==> src/rtl/spi_master_stream.sv <==
// SPI mode-0 master: streams bytes from an external slave to a valid/ready consumer
// until an EOT byte arrives, and sends a 3-byte marker/hi/lo result frame.
module spi_master_stream #(
  parameter int         CLK_DIV     = 2,
  parameter logic [7:0] EOT_BYTE    = 8'h04,
  parameter logic [7:0] MARKER_BYTE = 8'h50
) (
  input  logic        clk,
  input  logic        rst,
  input  logic        rd_start,
  output logic [7:0]  rx_byte,
  output logic        rx_valid,
  input  logic        rx_ready,
  output logic        rx_eot,
  output logic [15:0] rx_count,
  input  logic        wr_start,
  input  logic [15:0] wr_data,
  output logic        wr_done,
  output logic        busy,
  output logic        spi_sclk,
  output logic        spi_mosi,
  output logic        spi_ss_out,
  input  logic        spi_miso
);

  localparam int CW = (CLK_DIV < 2) ? 1 : $clog2(CLK_DIV);
  localparam logic [CW-1:0] DIV_LAST = CW'(CLK_DIV - 1);

  typedef enum logic [3:0] {
    IDLE, RD_SETUP, RD_HI, RD_LO, RD_HOLD, WR_SETUP, WR_HI, WR_LO, FINISH
  } state_t;

  state_t        state_reg, state_next;
  logic [CW-1:0] div_cnt_reg;
  logic [4:0]    bit_cnt_reg;
  logic [7:0]    shift_reg;
  logic [23:0]   frame_reg;
  logic [7:0]    rx_byte_reg;
  logic [15:0]   rx_count_reg;
  logic          rx_valid_reg, rx_eot_reg, wr_done_reg;
  logic          sclk_reg, mosi_reg, ss_reg;
  logic          div_end;

  assign div_end = (div_cnt_reg == DIV_LAST);

  always_comb begin
    state_next = state_reg;
    case (state_reg)
      IDLE: begin
        // A simultaneous read request takes priority; the write is dropped.
        if (rd_start)      state_next = RD_SETUP;
        else if (wr_start) state_next = WR_SETUP;
      end
      RD_SETUP: if (div_end) state_next = RD_HI;
      RD_HI:    if (div_end) state_next = RD_LO;
      RD_LO: begin
        if (div_end) begin
          if (bit_cnt_reg == 5'd7)
            state_next = (shift_reg == EOT_BYTE) ? FINISH : RD_HOLD;
          else
            state_next = RD_HI;
        end
      end
      RD_HOLD:  if (rx_ready) state_next = RD_SETUP;
      WR_SETUP: if (div_end) state_next = WR_HI;
      WR_HI:    if (div_end) state_next = WR_LO;
      WR_LO: begin
        if (div_end) state_next = (bit_cnt_reg == 5'd23) ? FINISH : WR_HI;
      end
      FINISH:   state_next = IDLE;
      default:  state_next = IDLE;
    endcase
  end

  always_ff @(posedge clk) begin
    if (rst) begin
      state_reg    <= IDLE;
      div_cnt_reg  <= '0;
      bit_cnt_reg  <= '0;
      shift_reg    <= '0;
      frame_reg    <= '0;
      rx_byte_reg  <= '0;
      rx_count_reg <= '0;
      rx_valid_reg <= 1'b0;
      rx_eot_reg   <= 1'b0;
      wr_done_reg  <= 1'b0;
      sclk_reg     <= 1'b0;
      mosi_reg     <= 1'b0;
      ss_reg       <= 1'b1;
    end else begin
      state_reg    <= state_next;
      div_cnt_reg  <= (state_next != state_reg) ? '0 : div_cnt_reg + CW'(1);
      sclk_reg     <= (state_next == RD_HI) || (state_next == WR_HI);
      ss_reg       <= (state_next == IDLE) || (state_next == FINISH);
      rx_valid_reg <= (state_next == RD_HOLD);
      rx_eot_reg   <= (state_reg == RD_LO) && (state_next == FINISH);
      wr_done_reg  <= (state_reg == WR_LO) && (state_next == FINISH);

      if (state_next == RD_SETUP || state_next == WR_SETUP)
        bit_cnt_reg <= '0;
      else if ((state_reg == RD_LO || state_reg == WR_LO) && div_end)
        bit_cnt_reg <= bit_cnt_reg + 5'd1;

      // MISO is captured on the edge that raises SCLK.
      if (state_next == RD_HI && state_reg != RD_HI)
        shift_reg <= {shift_reg[6:0], spi_miso};

      if (state_next == RD_HOLD && state_reg != RD_HOLD)
        rx_byte_reg <= shift_reg;

      if (state_reg == IDLE && rd_start)
        rx_count_reg <= '0;
      else if (state_reg == RD_HOLD && rx_ready)
        rx_count_reg <= rx_count_reg + 16'd1;

      // MOSI advances on the edge that drops SCLK; zero fill leaves it low at the end.
      if (state_reg == IDLE && state_next == WR_SETUP) begin
        frame_reg <= {MARKER_BYTE, wr_data};
        mosi_reg  <= MARKER_BYTE[7];
      end else if (state_reg == WR_HI && state_next == WR_LO) begin
        frame_reg <= {frame_reg[22:0], 1'b0};
        mosi_reg  <= frame_reg[22];
      end else if (state_next == FINISH || state_next == IDLE) begin
        mosi_reg  <= 1'b0;
      end
    end
  end

  assign rx_byte    = rx_byte_reg;
  assign rx_valid   = rx_valid_reg;
  assign rx_eot     = rx_eot_reg;
  assign rx_count   = rx_count_reg;
  assign wr_done    = wr_done_reg;
  assign busy       = (state_reg != IDLE);
  assign spi_sclk   = sclk_reg;
  assign spi_mosi   = mosi_reg;
  assign spi_ss_out = ss_reg;

endmodule

==> config.mk <==
export PLATFORM = sky130hd
export DESIGN_NAME = spi_master_stream
export DESIGN_NICKNAME = d
export VERILOG_FILES = /design/src/rtl/spi_master_stream.sv
export SDC_FILE = /design/constraint.sdc
export NUM_CORES = 1
export LEC_CHECK = 0
export CORE_UTILIZATION = 35
export CTS_CLUSTER_SIZE = 12
export DETAILED_ROUTE_END_ITERATION = 6
export PLACE_DENSITY_LB_ADDON = 0.08
export SLEW_MARGIN = 20
export SYNTH_ARGS = -nofsm -noshare
export SYNTH_HDL_FRONTEND = slang
export SYNTH_SLANG_ARGS = --single-unit
==> constraint.sdc <==
create_clock -name clk -period 2.11 [get_ports clk]
set_clock_uncertainty 0.15 [all_clocks]
set_input_delay 0.422 -clock clk [delete_from_list [all_inputs] [get_ports clk]]
set_output_delay 0.422 -clock clk [all_outputs]
set_load 0.02 [all_outputs]
Word-level counts from Yosys, hierarchy flattened
Cells that the tools add are included.
{"block": "totals", "reg_bits": 71, "inputBits": 22, "output_inout_bits": 31, "elab_cells": 76}
{"block": "classes", "addsub": 3, "eq_ne": 20, "n_mux": 17, "n_reduce_logical": 22}
{"op": "4-bit two-way mux", "n": 12}
{"op": "23-bit two-way mux", "n": 2}
{"op": "4-bit by 3-bit == test with 1-bit output, second input constant", "n": 8}
{"op": "4-bit case mux with 8 select lines", "n": 1}
{"op": "16-bit by 1-bit adder with 16-bit output, second input constant", "n": 1}
{"op": "4-bit by 2-bit == test with 1-bit output, second input constant", "n": 3}
{"op": "1-bit logical AND", "n": 9}
{"op": "4-bit by 1-bit == test with 1-bit output, second input constant", "n": 2}
{"op": "8-bit by 3-bit == test with 1-bit output, second input constant", "n": 1}
{"op": "4-bit logical NOT", "n": 2}
{"op": "2-bit OR reduction", "n": 4}
{"op": "5-bit by 1-bit adder with 5-bit output, second input constant", "n": 1}
{"op": "5-bit by 3-bit == test with 1-bit output, second input constant", "n": 1}
{"op": "5-bit == test, second input constant", "n": 1}
{"op": "4-bit == test, second input constant", "n": 1}
{"op": "1-bit logical OR", "n": 4}
{"op": "4-bit by 2-bit inequality test with 1-bit output, second input constant", "n": 1}
{"op": "4-bit by 3-bit inequality test with 1-bit output, second input constant", "n": 1}
{"op": "4-bit inequality test", "n": 1}
{"op": "2-bit nonzero test", "n": 2}
{"op": "4-bit nonzero test", "n": 1}
{"op": "1-bit two-way mux", "n": 2}
{"op": "1-bit adder, second input constant", "n": 1}

Depth between registers and ports, before layout
Gate-level depths: netlist of run 1.
{"block": "depth", "word_depth": 9, "depth_mapped": 8}

Worst setup path after synthesis of run 1
Ideal clock, no wire load.
{"block": "synth_path", "path_type": "register to register", "startpoint": "register bit_cnt_reg[0]", "endpoint": "register shift_reg[6]", "setup_time_ns": 0.119, "t_arrival_ns": 1.760, "t_required_ns": 1.841, "setup_slack_ns": 0.081, "path_stages_with_launch": 9, "path_buffers": 2, "period_less_slack_ns": 2.029, "cell_sequence": "dfxtp_1 ha_1 nand4b_1 a2111oi_1 buf_6 nor4_4 nor4b_4 buf_6 mux2i_1"}
{"block": "synth_via", "elab_chain_cells": 6, "word_cells_on_any_way": 9, "classes_between": "eq/ne: 3; mux: 5; reduce/logical: 1"}
{"element": "start: declaration", "line": "35", "text": "logic [4:0] bit_cnt_reg;"}
{"element": "start signal: assignment", "line": "102", "text": "bit_cnt_reg <= bit_cnt_reg + 5'd1;"}
{"element": "5-bit by 3-bit == test with 1-bit output or 5-bit == test (tied branches)", "line": "58, 68"}
{"element": "4-bit two-way mux (on tied branches)", "line": "58, 68"}
{"element": "4-bit two-way mux (on tied branches)", "line": "57, 68"}
{"element": "4-bit case mux with 8 select lines *", "line": "48", "text": "case (state_reg)"}
{"element": "4-bit by 2-bit == test with 1-bit output *", "line": "105", "text": "if (state_next == RD_HI && state_reg != RD_HI)"}
{"element": "1-bit logical AND *", "line": "105"}
{"element": "end signal: assignment", "line": "106", "text": "shift_reg <= {shift_reg[6:0], spi_miso};"}
{"element": "end: declaration", "line": "36", "text": "logic [7:0] shift_reg;"}
Every way passes the cells marked *; elsewhere a longest branch is shown, timed or not.
A chain may end at the register's enable or synchronous reset.

Worst setup path after layout of run 1
{"block": "layout_path", "startpoint": "register state_reg[3]", "endpoint": "register mosi_reg, in the netlist spi_mosi"}
{"block": "layout_via", "elab_chain_cells": 6, "word_cells_on_any_way": 28, "classes_between": "eq/ne: 10; mux: 11; reduce/logical: 7"}
{"element": "start: declaration", "line": "33", "text": "state_t state_reg, state_next;"}
{"element": "start signal: assignment", "line": "91", "text": "state_reg <= state_next;"}
{"element": "4-bit two-way mux", "line": "52", "text": "else if (wr_start) state_next = WR_SETUP;"}
{"element": "4-bit two-way mux", "line": "51", "text": "if (rd_start) state_next = RD_SETUP;"}
{"element": "4-bit case mux with 8 select lines", "line": "48"}
{"element": "4-bit by 3-bit == test with 1-bit output (tied with other cells)", "line": "120", "text": "end else if (state_reg == WR_HI && state_next == WR_LO) begin"}
{"element": "1-bit logical AND (tied with other cells)", "line": "120"}
{"element": "1-bit two-way mux (tied with other cells)", "line": "120"}
{"element": "end signal: assignment", "line": "119", "text": "mosi_reg <= MARKER_BYTE[7];"}
{"element": "end signal: assignment", "line": "122", "text": "mosi_reg <= frame_reg[22];"}
{"element": "end: declaration", "line": "41", "text": "logic sclk_reg, mosi_reg, ss_reg;"}
Several ways; a longest one is shown, not always the timed one.

==> summary.md, run 1 <==
| Metric | Value |
|---|---|
| First-pass GRT wire length | 11400 µm |
| Clock sinks | 71 |
| CTS tree | done |
| Async S/R FF share, synth | 0% |
| Most frequent cells in the layout | 65 x dfxtp_1, 50 x clkdlybuf4s50_1, 44 x buf_4, 41 x nor2_1, 37 x nand2_1 |
| Avg Inst Size Synth | 9.22 µm² |
| Worst-Margin Slew | 0.553 ns |
| Layout cells sized above 1 | 20.1% |
| PD cells | 701 mW/mm² |
| Post-synthesis instance total | 329 |
| Critical Path RT | 2.23 ns |
| Synth top area cells | dfxtp_1 47%, mux2i_1 5.9%, nor2_1 5.2%, nand2_1 4.6%, a21oi_1 4.1% |
| Power consumption | 2960 µW |
| Antenna diodes | 0 |
| Critical Path Fanout Max | 5 |
| Die extent in x | 95.1 µm |
| Seq/Total Area, Yosys | 46.9% |
| Hold crit path type | reg2reg |
| Slew Limit Fails | 0 |
| Relative slew slack | 63.1% |
| Area Overhead vs Synth | 39.2% |
| Antenna Violating Nets Remaining | 0 |
| Initial drt markers | 51 |
| Number of global-route vias before repair | 2434 |
| Arrival time at the worst endpoint | 2.21 ns |
| Routed length per instance | 12.7 µm |
| Clock slew at reported path FFs | 0.08 ns |
| Chip height | 95.1 µm |
| Share of the synthesized area in the top cell type | 46.9% |
| Post-DP HPWL | 4780 µm |
| Leak pwr | 0.00148 µW |
| Drt total wl | 6710 µm |
| EDFF count, synth | 0 |
| Total core area | 0.00830 mm² |
| H-tree levels | 3 |
| Synth cell types | 49 |
| Die footprint | 0.00904 mm² |
| Synthesized cell area | 0.00303 mm² |
| RSZ-0062 raised after global routing | yes |
| Max Freq | 0.478 GHz |
| Initial antenna violation count | 0 |
| Routed vias | 2609 |
| Initial Util | 36.5% |
| Setup_tns | 0 ns |
| Fin. Hold Viols | 0 |
| Pin count of the biggest net entering global routing | 30 |
| Synth Warn # | 0 |
| VDD IR-drop max | 344 µV |
| I/O Buffers | 52 |
| CTS max path bufs | 2 |
| Residual DRC count | 0 |
| Largest register FFs | 23 |
| Mapped Nets | 353 |
| Nets | 442 |
| Grt total ovfl | 0 |
| Max-cap viol count | 0 |
| Later-pin clock latency in the skew report | 0.34 ns |
| Setup Viol. Count Final | 0 |
| Status | finished clean |
| Fin crit period | 2.09 ns |
| Worst Setup Start Kind | flip-flop |
| Initial DRT Pass Iterations | 4 |
| Prevailing post-synth register cell | dfxtp_1 |
| Synth area leader | dfxtp_1 |
| Most common cell after layout, fill and taps aside | dfxtp_1 |
| Setup CP Type | reg2reg |
| Final worst-path cycle share | 99.1% |
| Vias per cell | 4.94 |
| Row count | 33 |
| Filler cells | 794 |
| Total CTS buffers | 9 |
| Clock Tree Root | clkbuf_8 |
| #FFs+latches synth | 71 |
| GRT Total Usage | 16.2% |
| Placer Congestion | 0.782 |
| I/O pin total | 53 |
| CP Capture Type | flip-flop |
## timing repair
action | in CTS | in global routing
hold buffers | 0 | 0
endpoints found under the setup margin | 13 | 18
pin swaps | 4 | 4
buffers inserted | 5 | 2
resized for setup | 10 | 13
## worst max-delay path: stages (launching register included)
cell     delay, ns
dfxtp_2       0.36
or3_4         0.43
nor4b_4       0.27
buf_4         0.17
nor4_4        0.05
buf_4         0.16
a311o_2       0.37
o21ai_1       0.07
## routing by layer
metal	up-vias	part of all wire [%]	global-route usage, %
li1	1332	-	-
met1	1222	49	22.6
met5	-	0	0
met4	0	1.5	6.82
met2	46	45	24.5
met3	9	3.8	2.95
## kinds of logic after synthesis
| family | synth area share [%] |
|---|---|
| simple gates | 25.0 |
| mux | 5.94 |
| xor+xnor | 5.20 |
| buf+inv | 4.00 |
| compound gates | 12.2 |
| fa+ha+maj | 0.825 |
| flops | 46.9 |
## path summary, 6_finish.rpt
| path | from | endpoint | slack, ns | cells after the start |
|---|---|---|---|---|
| worst min-delay path | frame_reg[18]$_SDFFE_PP0N_ | frame_reg[18]$_SDFFE_PP0N_ | 0.30 | 2 |
| worst max-delay path | state_reg[3]$_SDFF_PP0_ | spi_mosi$_SDFFE_PP0P_ | 0.02 | 7 |
| worst max register to register | state_reg[3]$_SDFF_PP0_ | spi_mosi$_SDFFE_PP0P_ | 0.02 | 7 |
| worst min register to register | frame_reg[18]$_SDFFE_PP0N_ | frame_reg[18]$_SDFFE_PP0N_ | 0.30 | 2 |
## metrics by stage
step	hold slack, ns	instances	area (µm²)	worst slack, ns	util [%]
after floorplan	0.279	329	3030	0.0811	-
after global placement	0.291	506	3900	-0.323	47.0
after detailed placement	0.296	506	3900	-0.417	47.0
after CTS	0.302	527	4180	-0.0314	50.4
after global routing	0.328	528	4220	-0.0565	50.9
final	0.304	528	4220	0.0181	50.9
## synth_stat cells (2+ instances only)
cell type and count:
buf_6 2, a21o_1 2, nand3b_1 2, nor4b_1 2
a21oi_1 25, or2b_1 2, nand4_1 5, dfxtp_1 71
nand2_1 37, ha_1 2, nor4b_4 3, nor3_1 8
nand2b_1 8, a211oi_1 2, nor2_1 42, or3_1 2
nor4_4 2, nand3_1 3, buf_2 7, a22oi_1 14
and3_1 3, nor3b_1 3, mux2i_1 18, xnor2_1 13
o22ai_1 3, clkbuf_1 9, inv_1 7, o21ai_0 2
nor4_1 6, xor2_1 5
## area by class of cell
cell class / count / area, µm² / area share, %
Multi-Input combinational cell: 232 / 1560 / 36.9
Sequential cell: 71 / 1430 / 34.0
Timing Repair Buffer: 97 / 868 / 20.6
Clock buffer: 10 / 138 / 3.26
Tap cell: 105 / 131 / 3.11
Clock inverter: 6 / 67.6 / 1.60
Inverter: 7 / 26.3 / 0.623
## where the power goes
| group | switching [µW] | internal, µW | total [µW] |
|---|---|---|---|
| Combinational | 213 | 227 | 440 |
| Sequential | 32.4 | 1380 | 1410 |
| Clock | 525 | 582 | 1110 |
Power figures use the tool's default switching activity.
==> run 2: changes to the inputs <==
- clock period: 2.11 -> 2.5 ns (I/O delays scaled with it)
==> run 2 against run 1 <==
  * Register-to-register slack improved by 0.26 ns
  * Clock power decreased by 27%
  * Flip-flop and latch count unchanged
  * Via count decreased by 5.6%
  * Highest routed layer unchanged
  * Largest cell class unchanged
  * Combinational power decreased by 31%
  * Critical path depth decreased by 4
  * Sequential power decreased by 14%
  * Critical path type is now reg2out
==> summary.md, run 2 (synthesis gave the netlist of run 1 again) <==
| Metric | Value |
|---|---|
| Status | finished clean |
| WP depth | 3 (-4) |
| Dpl ws | -0.0530 ns (+0.364 ns) |
| Routed vias | 2464 (-5.6%) |
| Slowest cell on the critical path | clkdlybuf4s50_1 |
| CP top delay family | buffers and inverters |
| PD cells | 595 mW/mm² (-15%) |
| Final non-filler cell total | 497 (-5.9%) |
| Clock Tree Root | clkbuf_8 |
| Seq pwr share | 52.2% (+4.5 points) |
| CTS tree | done |
| Largest register FFs | 23 (unchanged) |
| Critical Path RT | 1.85 ns (-0.38 ns) |
| Initial antenna violation count | 0 (unchanged) |
| Total CTS buffers | 9 (unchanged) |
| Leak pwr | 0.00130 µW (-12%) |
| Nets | 411 (-7.0%) |
| Routed length per instance | 13.0 µm (+2.0%) |
| Antenna diodes | 0 (unchanged) |
| CP Capture Type | primary output |
| Clock sinks | 71 (unchanged) |
| Max Freq | 0.414 GHz |
| FF-to-FF End | shift_reg[3]$_SDFFE_PP0P_ |
| I/O Buffers | 52 (unchanged) |
| R2R cell count | 6 (-1) |
| Die footprint | 0.00904 mm² (unchanged) |
| Grt total ovfl | 0 (unchanged) |
| H-tree levels | 3 (unchanged) |
| Critical Path Fanout Max | 9 (+4) |
| Pint | 1700 µW (-22%) |
| Worst Setup Start Kind | flip-flop |
| Pin count of the biggest net entering global routing | 28 (-6.7%) |
| Max-cap viol count | 0 (unchanged) |
| Area Overhead vs Synth | 28.5% |
| Antenna Violating Nets Remaining | 0 (unchanged) |
| Clock slew at reported path FFs | 0.07 ns (about the same) |
| Initial DRT Pass Iterations | 4 (unchanged) |
| CP Buf/Inv Count | 2 (unchanged) |
| Final worst-path cycle share | 96.6% |
| Setup CP Type | reg2out |
| Power consumption | 2320 µW (-22%) |
| Clock group share of total power | 34.8% (-2.6 points) |
| Worst-Margin Slew | 0.890 ns (+0.337 ns) |
| Combinational group share of total power | 13.0% (-1.9 points) |
| Initial drt markers | 68 (+33%) |
| Most frequent cells in the layout | 70 x dfxtp_1, 52 x clkdlybuf4s50_1, 42 x nor2_1, 37 x nand2_1, 25 x a21oi_1 |
| Total core area | 0.00830 mm² (unchanged) |
| Critical R2R Launch | state_reg[2]$_SDFF_PP0_ |
| Dpl cells | 481 (-4.9%) |
| Sw power | 612 µW (-21%) |
| Chip height | 95.1 µm (unchanged) |
| Number of global-route vias before repair | 2220 (-8.8%) |
| Fin Hold WS | 0.305 ns (+0.00122 ns) |
| Initial Util | 36.5% (unchanged) |
| VDD IR-drop max | 317 µV (-7.6%) |
| Row count | 33 (unchanged) |
| RSZ-0062 raised after global routing | no |
| Residual DRC count | 0 (unchanged) |
| Switch share | 26.4% (+0.39 points) |
| Layout cells sized above 1 | 9.95% (-10 points) |
| I/O pin total | 53 (unchanged) |
| GRT Total Usage | 15.2% (-1.0 points) |
| Worst Setup SP | state_reg[3]$_SDFF_PP0_ |
| Critical path's largest stage delay | 0.55 ns (+0.12 ns) |
| Arrival time at the worst endpoint | 1.77 ns (-0.44 ns) |
| Worst setup slack after layout | 0.0846 ns (+0.0665 ns) |
| Crit-path cells | nor4_4, inv_1, clkdlybuf4s50_1 |
| Slew Limit Fails | 0 (unchanged) |
| Relative slew slack | 40.4% (-23 points) |
| Fin. Hold Viols | 0 (unchanged) |
| Later-pin clock latency in the skew report | 0.34 ns (about the same) |
| Vias per cell | 4.96 (+0.33%) |
| Area after DPL | 0.00371 mm² (-4.8%) |
| Hold crit path type | reg2reg |
| Register-to-register setup slack | 0.28 ns (+0.26 ns) |
| Setup Viol. Count Final | 0 (unchanged) |
| Most common cell after layout, fill and taps aside | dfxtp_1 |
| CTS max path bufs | 2 (unchanged) |
| Die extent in x | 95.1 µm (unchanged) |
| Placer Congestion | 0.765 (-2.1%) |
| Post-Layout Inst Area | 0.00390 mm² (-7.7%) |
| Post-DP HPWL | 4520 µm (-5.5%) |
| Setup crit end | busy |
| Fin crit period | 2.42 ns |
| Drt total wl | 6450 µm (-4.0%) |
| First-pass GRT wire length | 10600 µm (-7.3%) |
==> run 2: cell types whose count changed in the layout (fill, tap and decap cells not counted), sizes merged, moves of 2 or more <==
cell           delta
buf              -31
clkbuf            +2
clkdlybuf4s50     +2
clkinvlp          -2
==> run 2: how the worst min path moves through the flow <==
stage | startpoint | cells after the start | slack, ns | endpoint
floorplan | frame_reg[22]$_SDFFE_PP0P_ | 2 | 0.28 | spi_mosi$_SDFFE_PP0P_
global placement | frame_reg[16]$_SDFFE_PP0N_ | 2 | 0.29 | frame_reg[16]$_SDFFE_PP0N_
detailed placement | frame_reg[22]$_SDFFE_PP0P_ | 2 | 0.29 | spi_mosi$_SDFFE_PP0P_
CTS | frame_reg[15]$_SDFFE_PP0P_ | 2 | 0.31 | frame_reg[16]$_SDFFE_PP0N_
global route | frame_reg[10]$_SDFFE_PP0P_ | 2 | 0.32 | frame_reg[10]$_SDFFE_PP0P_
finish | frame_reg[15]$_SDFFE_PP0P_ | 2 | 0.30 | frame_reg[16]$_SDFFE_PP0N_
==> run 2: power groups by stage <==
| stage | sequential (µW) | clock, µW | combinational, µW |
|---|---|---|---|
| 4_1_cts | 1210 | 836 | 303 |
| 2_1_floorplan | 1210 | 0 | 192 |
| 5_1_grt | 1220 | 888 | 328 |
| 3_3_place_gp | 1230 | 0 | 302 |
| 6_report | 1210 | 806 | 302 |
| 3_5_place_dp | 1230 | 0 | 300 |
==> run 2: worst reg2reg max path, stage by stage, from the launching register on <==
cell and delay [ns]:
dfxtp_1 0.60, or2_1 0.22, a21oi_1 0.09, a211o_2 0.42, nor4b_4 0.32, buf_12 0.17, mux2i_1 0.19
==> run 2: per-stage QoR <==
stage          TNS, ns  util, %
6_report             0     46.9
4_1_cts              0     46.8
2_1_floorplan        0        -
3_5_place_dp    -0.378     44.7
5_1_grt              0     46.9
3_3_place_gp   -0.0119     44.7
==> run 2: layer usage <==
metal,up-vias,routed length (µm),GRT usage (%)
met2,52,2900,22.3
met5,-,0,0
met3,6,258,4.94
met4,0,72,5.30
li1,1274,-,-
met1,1132,3210,20.8
==> run 2: timing repair <==
item / in CTS / in global routing
hold buffers: 0 / 0
resized for setup: 1 / 2
buffers inserted: 0 / 0
setup endpoints to repair: 1 / 1
==> run 2: final cells by class <==
class	count	area (µm²)
flip-flops and latches	71	1420
well taps	105	131
clock buffers	13	149
clock inverters	3	18.8
multi-input cells	232	1510
inverters	7	26.3
repair buffers	66	638
fillers	819	4400
==> run 3: changes to the inputs <==
- DONT_BUFFER_PORTS: default -> 1
==> run 3 against run 2 <==
  * Design area down 13%
  * Sequential share of layout area up 5.5 points
  * Clock-buffer cell count stayed put
  * Register-to-register slack got worse by 0.02 ns
  * Critical path depth rose by 3
  * Cell count shrank 11%
  * Via count shrank 7.5%
  * Global-route usage is 0.14 points lower
  * Critical endpoint is now shift_reg[4]$_SDFFE_PP0P_
  * Largest cell class unchanged
==> summary.md, run 3 (synthesis gave the netlist of run 1 again) <==
| Metric | Value |
|---|---|
| Status | finished clean |
| Vias per cell | 5.18 (+4.4%) |
| RSZ-0062 raised after global routing | no |
| Hold Path Cell Cnt | 1 (-1) |
| Grt total ovfl | 0 (unchanged) |
| Critical Path Fanout Max | 13 (+4) |
| CP Capture Type | flip-flop |
| Clock Tree Root | clkbuf_8 |
| Antenna diodes | 0 (unchanged) |
| Critical Path Most Common Cell | nor4b_4 |
| Setup Viol. Count Final | 0 (unchanged) |
| Later-pin clock latency in the skew report | 0.34 ns (about the same) |
| Die extent in x | 95.1 µm (unchanged) |
| Register-to-register setup slack | 0.26 ns (-0.02 ns) |
| Leak pwr | 0.00111 µW (-15%) |
| Post CTS Setup Buffer Count | 0 (unchanged) |
| Post-DP HPWL | 4410 µm (-2.4%) |
| Worst Setup SP | state_reg[0]$_SDFF_PP0_ |
| Hold Startpoint | rst |
| Critical Path RT | 2.62 ns (+0.77 ns) |
| Clock slew at reported path FFs | 0.07 ns (about the same) |
| Crit-path cells | or3_1, nor4b_4, nor4_4, nor4b_4, buf_4, mux2i_1 |
| Setup CP Type | reg2reg |
| Worst Setup Start Kind | flip-flop |
| Max Freq | 0.447 GHz (+7.9%) |
| Cts hold-fix bufs | 0 (unchanged) |
| CTS-repair resized insts | 0 (-1) |
| Initial drt markers | 57 (-16%) |
| Worst-Margin Slew | 0.910 ns (+0.0202 ns) |
| Slew Limit Fails | 0 (unchanged) |
| Total CTS buffers | 9 (unchanged) |
| Residual DRC count | 0 (unchanged) |
| Slowest cell on the critical path | dfxtp_1 |
| Critical R2R Launch | state_reg[0]$_SDFF_PP0_ |
| Critical path's largest stage delay | 0.56 ns (about the same) |
| Antenna Violating Nets Remaining | 0 (unchanged) |
| Initial antenna violation count | 0 (unchanged) |
| Area after DPL | 0.00314 mm² (-15%) |
| Die footprint | 0.00904 mm² (unchanged) |
| Routed vias | 2278 (-7.5%) |
| Max-cap viol count | 0 (unchanged) |
| Row count | 33 (unchanged) |
| Routed length per instance | 14.7 µm (+13%) |
| Fin crit period | 2.24 ns (-0.176 ns) |
| Largest register FFs | 23 (unchanged) |
| Setup_tns | 0 ns (unchanged) |
| GRT Total Usage | 15.1% (-0.14 points) |
| Placer Congestion | 0.753 (-1.6%) |
| Relative slew slack | 39.1% (-1.3 points) |
| Chip height | 95.1 µm (unchanged) |
| Layout cells sized above 1 | 9.55% (-0.40 points) |
| Most frequent cells in the layout | 71 x dfxtp_1, 42 x nor2_1, 37 x nand2_1, 25 x a21oi_1, 18 x mux2i_1 |
| R2R cell count | 6 (unchanged) |
| Area Overhead vs Synth | 11.5% |
| Arrival time at the worst endpoint | 2.36 ns (+0.59 ns) |
| H-tree levels | 3 (unchanged) |
| PD cells | 749 mW/mm² (+26%) |
| Final worst-path cycle share | 89.6% (-7.1 points) |
| CTS max path bufs | 2 (unchanged) |
| Pin count of the biggest net entering global routing | 48 (+71%) |
| Fin. Hold Viols | 0 (unchanged) |
| Initial DRT Pass Iterations | 4 (unchanged) |
| CTS tree | done |
| VDD IR-drop max | 298 µV (-6.2%) |
| Most common cell after layout, fill and taps aside | dfxtp_1 |
| Number of global-route vias before repair | 2110 (-5.0%) |
| I/O Buffers | 0 (-100%) |
| Post-Layout Inst Area | 0.00338 mm² (-13%) |
| Initial Util | 36.5% (unchanged) |
| I/O pin total | 53 (unchanged) |
| Total core area | 0.00830 mm² (unchanged) |
| Drt total wl | 6480 µm (+0.48%) |
| First-pass GRT wire length | 10300 µm (-2.9%) |
| Hold crit path type | in2reg |
| Fin Hold WS | 0.0712 ns (-0.234 ns) |
| Clock sinks | 71 (unchanged) |
| Nets | 354 (-14%) |
-- run 3: changes by cell type in the layout (fill, tap and decap cells not counted), moves of 2 or more --
| cell | change |
|---|---|
| buf_4 | -4 |
| bufinv_16 | +3 |
| clkdlybuf4s50_1 | -52 |
| clkinv_2 | -2 |
-- run 3: layout make-up --
class	count	area [µm²]
fill	832	4920
clock inverter	3	90.1
timing repair buffer	9	67.6
sequential	71	1420
clock buffer	13	149
multi-input combinational	232	1500
tap	105	131
inverter	7	26.3
-- run 3: report_power, final --
group,switching [µW],total (µW),internal [µW]
clock,421,1110,693
combinational,126,211,84.9
sequential,42.6,1210,1170
total,590,2530,1940
-- run 3: critical path: cells and delay by family, from the launching register on --
| family | cells | cell delay, ns |
|---|---|---|
| AND/OR/NAND/NOR | 4 | 1.02 |
| multiplexers | 1 | 0.21 |
| flip-flops | 1 | 0.56 |
| buffers and inverters | 1 | 0.23 |
-- run 3: final timing paths --
kind                                                   to
worst max-delay path            shift_reg[4]$_SDFFE_PP0P_
worst min-delay path            frame_reg[8]$_SDFFE_PP0P_
worst max register to register  shift_reg[4]$_SDFFE_PP0P_
worst min register to register  frame_reg[8]$_SDFFE_PP0P_
-- run 3: metrics by stage --
stage / setup WS, ns / utilization, % / instances / power (µW)
6_report: 0.261 / 40.7 / 440 / 2530
5_1_grt: 0.103 / 40.7 / 440 / 2650
4_1_cts: 0.243 / 40.7 / 440 / 2580
3_5_place_dp: 0.254 / 37.9 / 424 / 1450
3_3_place_gp: 0.327 / 37.9 / 424 / 1450
2_1_floorplan: 0.471 / - / 329 / 1410
-- run 3: layer usage --
metal	routed length (µm)	vias up	global-route usage, %
met5	0	-	0
met4	75	0	7.20
met3	380	7	6.30
met2	2750	35	20.8
met1	3270	1080	20.0
li1	-	1156	-
